$ cat src/rtl/caliptra_prim_arbiter_burst_rr.sv
// caliptra_prim_arbiter_burst_rr: N:1 round-robin arbiter that locks the grant for a multi-beat burst.
// Optional CALIPTRA_PRIM_ARB_BURST_TRUNC_CNT_EN adds trunc_cnt_o, a saturating count of cap-truncated bursts.
`default_nettype none

module caliptra_prim_arbiter_burst_rr #(
  parameter int N        = 4,
  parameter int DW       = 32,
  parameter int MaxBurst = 16,
  localparam int IdxW    = $clog2(N),
  localparam int CntW    = $clog2(MaxBurst + 1)
) (
  input  logic                clk_i,
  input  logic                rst_i,
  input  logic [N-1:0]        req_i,
  input  logic [N-1:0]        last_i,
  input  logic [DW-1:0]       data_i [N],
  output logic [N-1:0]        gnt_o,
  output logic [IdxW-1:0]     idx_o,
  output logic                valid_o,
  output logic [DW-1:0]       data_o,
  output logic                last_o,
  input  logic                ready_i,
  output logic                locked_o,
`ifdef CALIPTRA_PRIM_ARB_BURST_TRUNC_CNT_EN
  output logic [15:0]         trunc_cnt_o,
`endif
  output logic [CntW-1:0]     beat_cnt_o
);

  typedef enum logic [0:0] {
    IDLE  = 1'b0,
    BURST = 1'b1
  } state_e;

  localparam logic [CntW-1:0] CapCnt = CntW'(MaxBurst - 1);

  state_e            state, state_d;
  logic [N-1:0]      mask, mask_d;
  logic [IdxW-1:0]   lock_idx, lock_d;
  logic [CntW-1:0]   beat_cnt, cnt_d;

  logic [N-1:0]      masked_req;
  logic [N-1:0]      arb_req;
  logic [N-1:0]      ppc;
  logic [N-1:0]      above;
  logic [IdxW-1:0]   winner;
  logic              is_burst;
  logic              forced_last;
  logic              accept;

  // Fall back to the unmasked requests once every requester above the pointer is idle.
  always_comb begin
    masked_req = mask & req_i;
    arb_req    = (|masked_req) ? masked_req : req_i;
    winner     = '0;
    for (int i = N - 1; i >= 0; i--) begin
      if (arb_req[i]) winner = IdxW'(i);
    end
    ppc = '0;
    ppc[0] = arb_req[0];
    for (int i = 1; i < N; i++) begin
      ppc[i] = ppc[i-1] | arb_req[i];
    end
  end

  always_comb begin
    is_burst    = (state == BURST);
    idx_o       = is_burst ? lock_idx : winner;
    valid_o     = is_burst ? req_i[lock_idx] : (|req_i);
    data_o      = data_i[idx_o];
    forced_last = is_burst ? (beat_cnt == CapCnt) : (MaxBurst == 1);
    last_o      = last_i[idx_o] | forced_last;
    accept      = valid_o & ready_i;
    gnt_o       = '0;
    if (accept && !rst_i) gnt_o[idx_o] = 1'b1;
  end

  always_comb begin
    above = '0;
    for (int i = 0; i < N; i++) begin
      above[i] = (i > int'(idx_o));
    end
  end

  always_comb begin
    state_d = state;
    mask_d  = mask;
    lock_d  = lock_idx;
    cnt_d   = beat_cnt;
    case (state)
      IDLE: begin
        if (valid_o) begin
          if (!ready_i) begin
            // Hold the decision so a stalled winner is not overtaken.
            mask_d = ppc;
          end else if (last_o) begin
            mask_d = above;
          end else begin
            lock_d  = winner;
            cnt_d   = CntW'(1);
            state_d = BURST;
          end
        end
      end
      BURST: begin
        if (accept) begin
          if (last_o) begin
            mask_d  = above;
            cnt_d   = '0;
            state_d = IDLE;
          end else begin
            cnt_d = beat_cnt + CntW'(1);
          end
        end
      end
      default: begin
        state_d = IDLE;
        cnt_d   = '0;
      end
    endcase
  end

  always_ff @(posedge clk_i or posedge rst_i) begin
    if (rst_i) begin
      state    <= IDLE;
      mask     <= '0;
      lock_idx <= '0;
      beat_cnt <= '0;
    end else begin
      state    <= state_d;
      mask     <= mask_d;
      lock_idx <= lock_d;
      beat_cnt <= cnt_d;
    end
  end

  assign locked_o   = is_burst;
  assign beat_cnt_o = beat_cnt;

`ifdef CALIPTRA_PRIM_ARB_BURST_TRUNC_CNT_EN
  logic [15:0] trunc_cnt;

  always_ff @(posedge clk_i or posedge rst_i) begin
    if (rst_i) begin
      trunc_cnt <= '0;
    end else if (accept && forced_last && !last_i[idx_o] && (trunc_cnt != 16'hFFFF)) begin
      trunc_cnt <= trunc_cnt + 16'd1;
    end
  end

  assign trunc_cnt_o = trunc_cnt;
`endif

`ifndef SYNTHESIS
  logic            held_vld;
  logic [IdxW-1:0] held_idx;

  always_ff @(posedge clk_i or posedge rst_i) begin
    if (rst_i) begin
      held_vld <= 1'b0;
      held_idx <= '0;
    end else begin
      held_vld <= ~is_burst & valid_o & ~ready_i;
      held_idx <= idx_o;
      assert ($onehot0(gnt_o));
      assert (!(|gnt_o) || (ready_i && valid_o));
      assert (!is_burst || ((gnt_o & ~(N'(1) << lock_idx)) == '0));
      if (held_vld && !is_burst && req_i[held_idx]) assert (idx_o == held_idx);
    end
  end
`endif

endmodule

`default_nettype wire

$ cat config.mk
export PLATFORM = sky130hd
export DESIGN_NAME = caliptra_prim_arbiter_burst_rr
export DESIGN_NICKNAME = d
export VERILOG_FILES = /design/src/rtl/caliptra_prim_arbiter_burst_rr.sv
export SDC_FILE = /design/constraint.sdc
export NUM_CORES = 1
export LEC_CHECK = 0
export ABC_AREA = 1
export ABC_CLOCK_PERIOD_IN_PS = 3840
export BUFFER_PORTS_ARGS = -buffer_cell sky130_fd_sc_hd__buf_2
export CORE_ASPECT_RATIO = 0.8
export CORE_MARGIN = 10
export CORE_UTILIZATION = 38
export DETAILED_ROUTE_END_ITERATION = 10
export PLACE_DENSITY = 0.93
export REMOVE_ABC_BUFFERS = 1
export SYNTH_ARGS = -nofsm -noshare
export SYNTH_HDL_FRONTEND = slang
export SYNTH_SLANG_ARGS = --single-unit
$ cat constraint.sdc
create_clock -name clk_i -period 3.84 [get_ports clk_i]
set_input_delay 0.384 -clock clk_i [delete_from_list [all_inputs] [get_ports clk_i]]
set_output_delay 0.384 -clock clk_i [all_outputs]
set_load 0.005 [all_outputs]
After elaboration in Yosys (flattened, before gate mapping)
Cells that the tools add are included.
{ "totals": {"regBits": 12, "in_bits": 139, "out_inout_bits": 46, "word_cells": 68} }
{ "op_classes": {"addsub": 1, "order_cmp": 7, "n_eq_ne": 5, "muxes": 34, "n_bitwise": 9, "n_reduce_logical": 8} }
{ "ops": {"columns": ["op", "n"], "rows": [
  ["$bmux 32 s2", 1],
  ["$mux 32", 2],
  ["$mux 5", 5],
  ["$mux 4", 6],
  ["$mux 2", 5],
  ["$pmux 5 s2", 1],
  ["$mux 1", 9],
  ["$pmux 4 s2", 1],
  ["$reduce_and 4->1", 2],
  ["$reduce_or 4->1", 2],
  ["$lt 2x3->1 const B", 2],
  ["$ne 2x2->1 const B", 3],
  ["$add 5x1->5 const B", 1],
  ["$eq 5x4->1 const B", 1],
  ["$and 4x4->4", 1],
  ["$bmux 1 s2", 2],
  ["$gt 2x2->1 const A", 2],
  ["$or 1x1->1", 4],
  ["$ge 3x3->1 const B", 1],
  ["$not 2->3", 1],
  ["$demux 1 s2", 1],
  ["$ge 2x1->1 const B", 1],
  ["$gt 1x2->1 const A", 1],
  ["$logic_and 1x1->1", 2],
  ["other kinds (6)", 7]
]} }

Depth between registers and ports, before layout
Gate-level depths: netlist of the first run.
{ "depth": {"ltp_word": 15, "depth_mapped": 19, "depth_no_buf": 18} }

Worst setup path after synthesis of the first run
No wires, ideal clock.
{ "synth_timing": {"path_type": "register to output", "start": "register mask[0]", "end": "output port data_o[10]", "arrival_ns": 1.721, "t_required_ns": 3.456, "setup_slack_ns": 1.735, "stages_incl_launch_ff": 14, "path_buffers": 2, "cell_sequence": "dfrtp_1 -> nand2_1 -> nand2_2 -> nor2_4 -> o21ai_1 -> nand2_1 -> a21oi_2 -> o21ai_2 -> buf_6 -> nand2_1 -> inv_2 -> buf_2 -> nand2_1 -> nand3_1"} }
{ "synth_between": {"elab_chain_cells": 12} }
{ "synth_lines": {"columns": ["element", "line", "text"], "rows": [
  ["start, declared", "38", "logic [N-1:0] mask, mask_d;"],
  ["start signal, assigned", "131", "mask <= mask_d;"],
  ["$and 4x4->4 (*)", "53", "masked_req = mask & req_i;"],
  ["$reduce_or 4->1", "54", "arb_req = (|masked_req) ? masked_req : req_i;"],
  ["$mux 4 (*)", "54", null],
  ["$mux 2 (3 in series)", "57", "if (arb_req[i]) winner = IdxW'(i);"],
  ["$mux 2 (*)", "57", null],
  ["$mux 2 (*)", "68", "idx_o = is_burst ? lock_idx : winner;"],
  ["$not 2->3 (not written as such) (*)", "70", "data_o = data_i[idx_o];"],
  ["$bmux 32 s2 (*)", "70", null],
  ["$mux 32 (not written as such) (*) (2 in series)", "70", null],
  ["end, declared", "20", "output logic [DW-1:0] data_o,"]
]} }
Mark *: on every way between the ends. The rest lies on a longest branch, timed or not. The select of a mux whose other input is x is not followed.

Worst setup path in the final report of the first run
{ "layout_timing": {"start": "register mask[1]", "end": "output port data_o[22]"} }
Same word-level chain as after synthesis.

==> metrics, run 1 <==
Num CTS Buffers 3; Initial Utilization 40.51%; Filler cells 408; R2R Path Start mask[1]; Worst Path Class, Setup reg2out; total iterations of the first detailed-routing run 5; maximum vdd ir drop 655.4 uV; DRT Wirelength 9534 um; Flop pwr share 10.5%; status finished clean; row cnt 21; clock group share of total power 5.8%; all-layer global routing usage 22.28%; RSZ-0062 raised after global routing no; CTS tree yes; hold slack 0.1521 ns; post-CTS resize count 0; port bufs 184; Post-DP Area 0.002654 mm2; n_diodes 0; pre-CTS setup slack 0.7736 ns; P per Cell Area 888.3 mW/mm2; GP Congestion 1.010; DR iter-0 viols 247; Slew @ Worst Pin 0.7768 ns; clock skew 0.007309 ns; cts hold-fix bufs 0; sequential fraction of the synthesis area 17.20%; fin worst setup slack 0.6146 ns; shortest period the worst path allows 3.225 ns; WL/cell 18.51 um; global-route wire length before repair 14,180 um; Max Slew Vio Count 0; Worst-path clk slew 0.06 ns; antenna-violating nets left 0; maxcap violations 0; H-tree depth 1; Die Y 80.62 um; Worst Hold Class in2async; ratio of cells with drive above 1 in the final layout 46.29%; Fin. Hold Viols 0; vias in the first global route 2,836; initial antenna violation count 0; DP Wirelength 7951 um; arrival time worst endpoint 2.84 ns; Syn-to-layout area delta 55.20%; mean number of vias per cell 5.565; switch share 57.09%; clk_lat worst skew 0.25 ns; Critical Path End Type output pin; Residual DRC 0; largest net degree at the start of global routing 34; #FFs+latches synth 12; Die Wd 95.77 um; Ports 185; nets 600; Mean Syn Cell Area 6.103 um2; internal power 1.033 mW; yosys warns 0; Sw Pwr 1.374 mW; Final TNS setup 0 ns; Pwr Total 2.406 mW; setup bufs post-CTS 0; worst path required time 3.46 ns; GR Overflow Total 0; Sink Count 12; Max clock buf depth 2; Mapped Cells 286; Comb power frac 83.7%; DR vias 2,866; leak pwr 1.546 nW; endpoints failing setup 0; worst setup path startpoint mask[1]; Netlist cell types 31; startpoint types flip-flop; Post-Syn Area 0.001745 mm2; final instance area 0.002709 mm2; period utilisation layout 83.99%; CP max FO 33; Die Area 0.007721 mm2; Achievable Freq 310.0 MHz; CORE AREA 0.004309 mm2; R2R setup slack 1.15 ns; Slew headroom 48.09%; Root Buffer clkbuf_8
-- power groups by stage --
stage	clock [mW]	sequential (mW)	combinational, mW
after CTS	0.141	0.250	2.00
final	0.140	0.253	2.01
after floorplan	0	0.233	1.19
after global routing	0.147	0.262	2.25
after global placement	0	0.248	1.95
after detailed placement	0	0.252	2.00
-- registers in the layout, summed over array words and instances (netlist names) --
signal,cells
beat_cnt_o,5
lock_idx,2
mask,4
locked_o,1
-- through the flow --
step | utilization [%] | instances
finish | 62.86 | 515
global route | 62.86 | 515
CTS | 62.86 | 515
floorplan | - | 268
global placement | 61.59 | 511
detailed placement | 61.59 | 511
-- critical path, cell delays in order (launching register included) --
cell and delay (ns):
dfrtp_1 0.43, nand2_1 0.09, nand2_2 0.07, nor2_4 0.13, nand2_1 0.06, nand2_1 0.08
nand2_1 0.07, nand2_2 0.07, nand3_2 0.09, nand2_2 0.30, inv_2 0.11, nor2_4 0.63
a22oi_1 0.23, nand3_1 0.12, buf_2 0.12
-- worst paths after layout --
path / end / cells past startpoint
hold reg to reg: lock_idx[1] / 2
setup reg to reg: mask[3] / 16
min in group clk_i: lock_idx[1] / 2
max in group asynchronous: locked_o / 2
setup / recovery: data_o[22] / 14
hold / removal: mask[2] / 2
-- per-layer routing --
metal / routed length, um / vias up / GRT usage, %
li1: - / 1352 / -
met4: 182 / 0 / 7.059
met1: 3413 / 1308 / 24.71
met5: 0 / - / 0
met3: 978 / 18 / 4.926
met2: 4961 / 188 / 40.95
-- area by class of cell --
class	count	area [um2]	area share, %
repair buffers	186	935.9	34.55
well taps	57	71.32	2.633
flip-flops and latches	12	300.3	11.09
multi-input cells	234	1261	46.56
clock buffers	4	55.05	2.032
inverters	22	85.08	3.141
-- cells in the mapped netlist --
cell type	n	area (um2)
nand2_1	74	277.8
nand2_2	7	43.79
a21oi_2	1	8.760
xnor2_1	1	8.760
ha_1	2	25.02
o21ai_1	8	40.04
nor3_1	2	10.01
buf_1	1	3.750
nand2_4	1	11.26
nand3_1	73	365.4
inv_1	17	63.81
o21ai_0	5	25.02
nor2_1	7	26.28
buf_6	2	22.52
buf_2	4	20.02
a22oi_1	32	240.2
o21ai_2	2	17.52
xor2_1	1	8.760
o41ai_1	1	8.760
inv_4	1	6.260
buf_4	5	37.54
nand3_4	1	17.52
a21oi_1	5	25.02
o31ai_1	2	15.01
nand4_1	3	18.77
inv_2	4	15.01
dfrtp_1	12	300.3
nand3_2	2	20.02
and3_1	1	6.260
clkbuf_1	6	22.52
nor2_4	3	33.78
-- layout by cell type (no fill, tap or decap), drive strengths merged --
cell	n
xnor2	1
a21oi	6
dfrtp	12
a22oi	32
o21ai	15
ha	2
nor3	2
nor2	10
clkbuf	4
o31ai	2
and3	1
o41ai	1
buf	186
nand2	82
nand3	76
xor2	1
nand4	3
inv	22
-- cells by family after synthesis --
kind of cell             share of synthesized area, %
AND/OR/NAND/NOR                                 47.60
buffers and inverters                           10.97
XOR/XNOR                                        1.004
flip-flops                                      17.20
adder cells (fa/ha/maj)                         1.433
AO/OA/AOI/OAI                                   21.79
No activity file was read; power rests on OpenSTA's default activity.
==> run 2: changes to the inputs <==
--- a/config.mk
+++ b/config.mk
@@ -6,13 +6,13 @@
 export NUM_CORES = 1
 export LEC_CHECK = 0
 export ABC_AREA = 1
-export ABC_CLOCK_PERIOD_IN_PS = 3840
+export ABC_CLOCK_PERIOD_IN_PS = 3100
 export BUFFER_PORTS_ARGS = -buffer_cell sky130_fd_sc_hd__buf_2
 export CORE_ASPECT_RATIO = 0.8
 export CORE_MARGIN = 10
-export CORE_UTILIZATION = 38
+export CORE_UTILIZATION = 36
 export DETAILED_ROUTE_END_ITERATION = 10
-export PLACE_DENSITY = 0.93
+export PLACE_DENSITY = 0.89
 export REMOVE_ABC_BUFFERS = 1
 export SYNTH_ARGS = -nofsm -noshare
 export SYNTH_HDL_FRONTEND = slang
==> constraint.sdc (replaced) <==
create_clock -name clk_i -period 3.1 [get_ports clk_i]
set_input_delay 0.31 -clock clk_i [delete_from_list [all_inputs] [get_ports clk_i]]
set_output_delay 0.31 -clock clk_i [all_outputs]
set_load 0.005 [all_outputs]
==> run 2 against run 1 <==
Against the previous run: global-route usage shrank 3.2 points; critical endpoint is now data_o[7]; critical path type unchanged; critical path depth shrank 2; hold slack lost 0.065 ns; routed wire length shrank 4.1%; cell area grew 1.1%; largest power group unchanged.
==> metrics, run 2 (synthesis results as in run 1) <==
status finished clean; Final Core Density 59.20%; antenna-violating nets left 0; Residual DRC 0; clock skew 0.001078 ns; WL/cell 17.56 um; Max Slew Vio Count 0; final instance area 0.002738 mm2; all-layer global routing usage 19.13%; DP Wirelength 7886 um; P per Cell Area 1092 mW/mm2; startpoint types flip-flop; CP max FO 33; Num CTS Buffers 3; GR Overflow Total 0; commonest non-fill, non-tap cell in the layout buf_2; RSZ-0062 raised after global routing no; Flop pwr share 10.4%; Slew @ Worst Pin 0.5257 ns; GP Congestion 0.9978; Filler cells 450; Achievable Freq 353.5 MHz; total iterations of the first detailed-routing run 5; period utilisation layout 91.24%; largest net degree at the start of global routing 34; mean number of vias per cell 5.326; clock group share of total power 5.5%; Inst Count DP 517; pre-CTS setup slack 0.3675 ns; hold slack 0.08698 ns; most frequent cells in the layout buf_2, nand2_1, nand3_1; Die Wd 97.85 um; H-tree depth 1; nets 603; DRT Wirelength 9147 um; maximum vdd ir drop 620.5 uV; Final TNS setup 0 ns; Fin. Hold Viols 0; Ports 185; CORE AREA 0.004624 mm2; Sw Pwr 1.680 mW; Syn-to-layout area delta 56.85%; Worst Hold Class in2async; area of the multi-input gates 0.001261 mm2; R2R setup slack 0.71 ns; Slew headroom 64.49%; internal power 1.310 mW; row cnt 22; switch share 56.19%; cts hold-fix bufs 0; final instance count without filler cells 521; n_diodes 0; vias in the first global route 2,423; worst path required time 2.79 ns; initial antenna violation count 0; Die Y 82.28 um; global-route wire length before repair 12,970 um; CTS tree yes; fin worst setup slack 0.2714 ns; clk_lat worst skew 0.23 ns; arrival time worst endpoint 2.52 ns; DR vias 2,775; Pwr Total 2.989 mW; Comb power frac 84.1%; Die Area 0.008051 mm2; Post-DP Area 0.002680 mm2; shortest period the worst path allows 2.829 ns; post-CTS resize count 0; Root Buffer clkbuf_8; maxcap violations 0; Worst Path Class, Setup reg2out; Critical Path End Type output pin; Max clock buf depth 2; leak pwr 1.562 nW; DR iter-0 viols 248; Initial Utilization 37.74%; FF/Latch Area 300.3 um2; Sink Count 12; port bufs 184; ratio of cells with drive above 1 in the final layout 46.64%; setup bufs post-CTS 0; Worst-path clk slew 0.05 ns; max reg flops 5; endpoints failing setup 0
[run 2: area by class of cell]
class                           count  share of cell area, %
Inverter                           22                  3.199
Clock buffer                        4                  2.011
Sequential cell                    12                  10.97
Multi-Input combinational cell    234                  46.07
Timing Repair Buffer              189                  35.01
Tap cell                           60                  2.742
[run 2: worst paths after layout]
path                       startpoint             to  depth (start not counted)
max                           mask[0]      data_o[7]                         12
min                             rst_i  beat_cnt_o[4]                          2
max reg2reg                   mask[0]  beat_cnt_o[0]                         19
min reg2reg                   mask[3]        mask[3]                          2
max in group asynchronous       rst_i        mask[2]                          2
min in group clk_i            ready_i       locked_o                          4
[run 2: metal layers]
layer | up-vias | part of all wire, % | track usage, %
met3 | 8 | 9.6 | 3.320
met2 | 159 | 51 | 33.42
met4 | 0 | 1.4 | 3.913
met1 | 1254 | 38 | 24.44
li1 | 1354 | - | -
met5 | - | 0 | 0
[run 2: critical path: stages (launching register included)]
cell and delay, ns:
dfrtp_1 0.42, nand2_1 0.09, nand2_2 0.08, nor2_4 0.14
o21ai_2 0.09, nand2_1 0.13, a21oi_2 0.07, o21ai_4 0.39
nand2_1 0.20, inv_4 0.32, nand2_1 0.12, nand3_1 0.10
buf_2 0.12
[run 2: power groups by stage]
stage                     combinational, mW  clock [mW]  sequential, mW
after detailed placement               2.51           0           0.309
after global routing                   2.79       0.177           0.321
after CTS                              2.52       0.168           0.306
final                                  2.52       0.164           0.310
after floorplan                        1.47           0           0.288
after global placement                 2.46           0           0.306
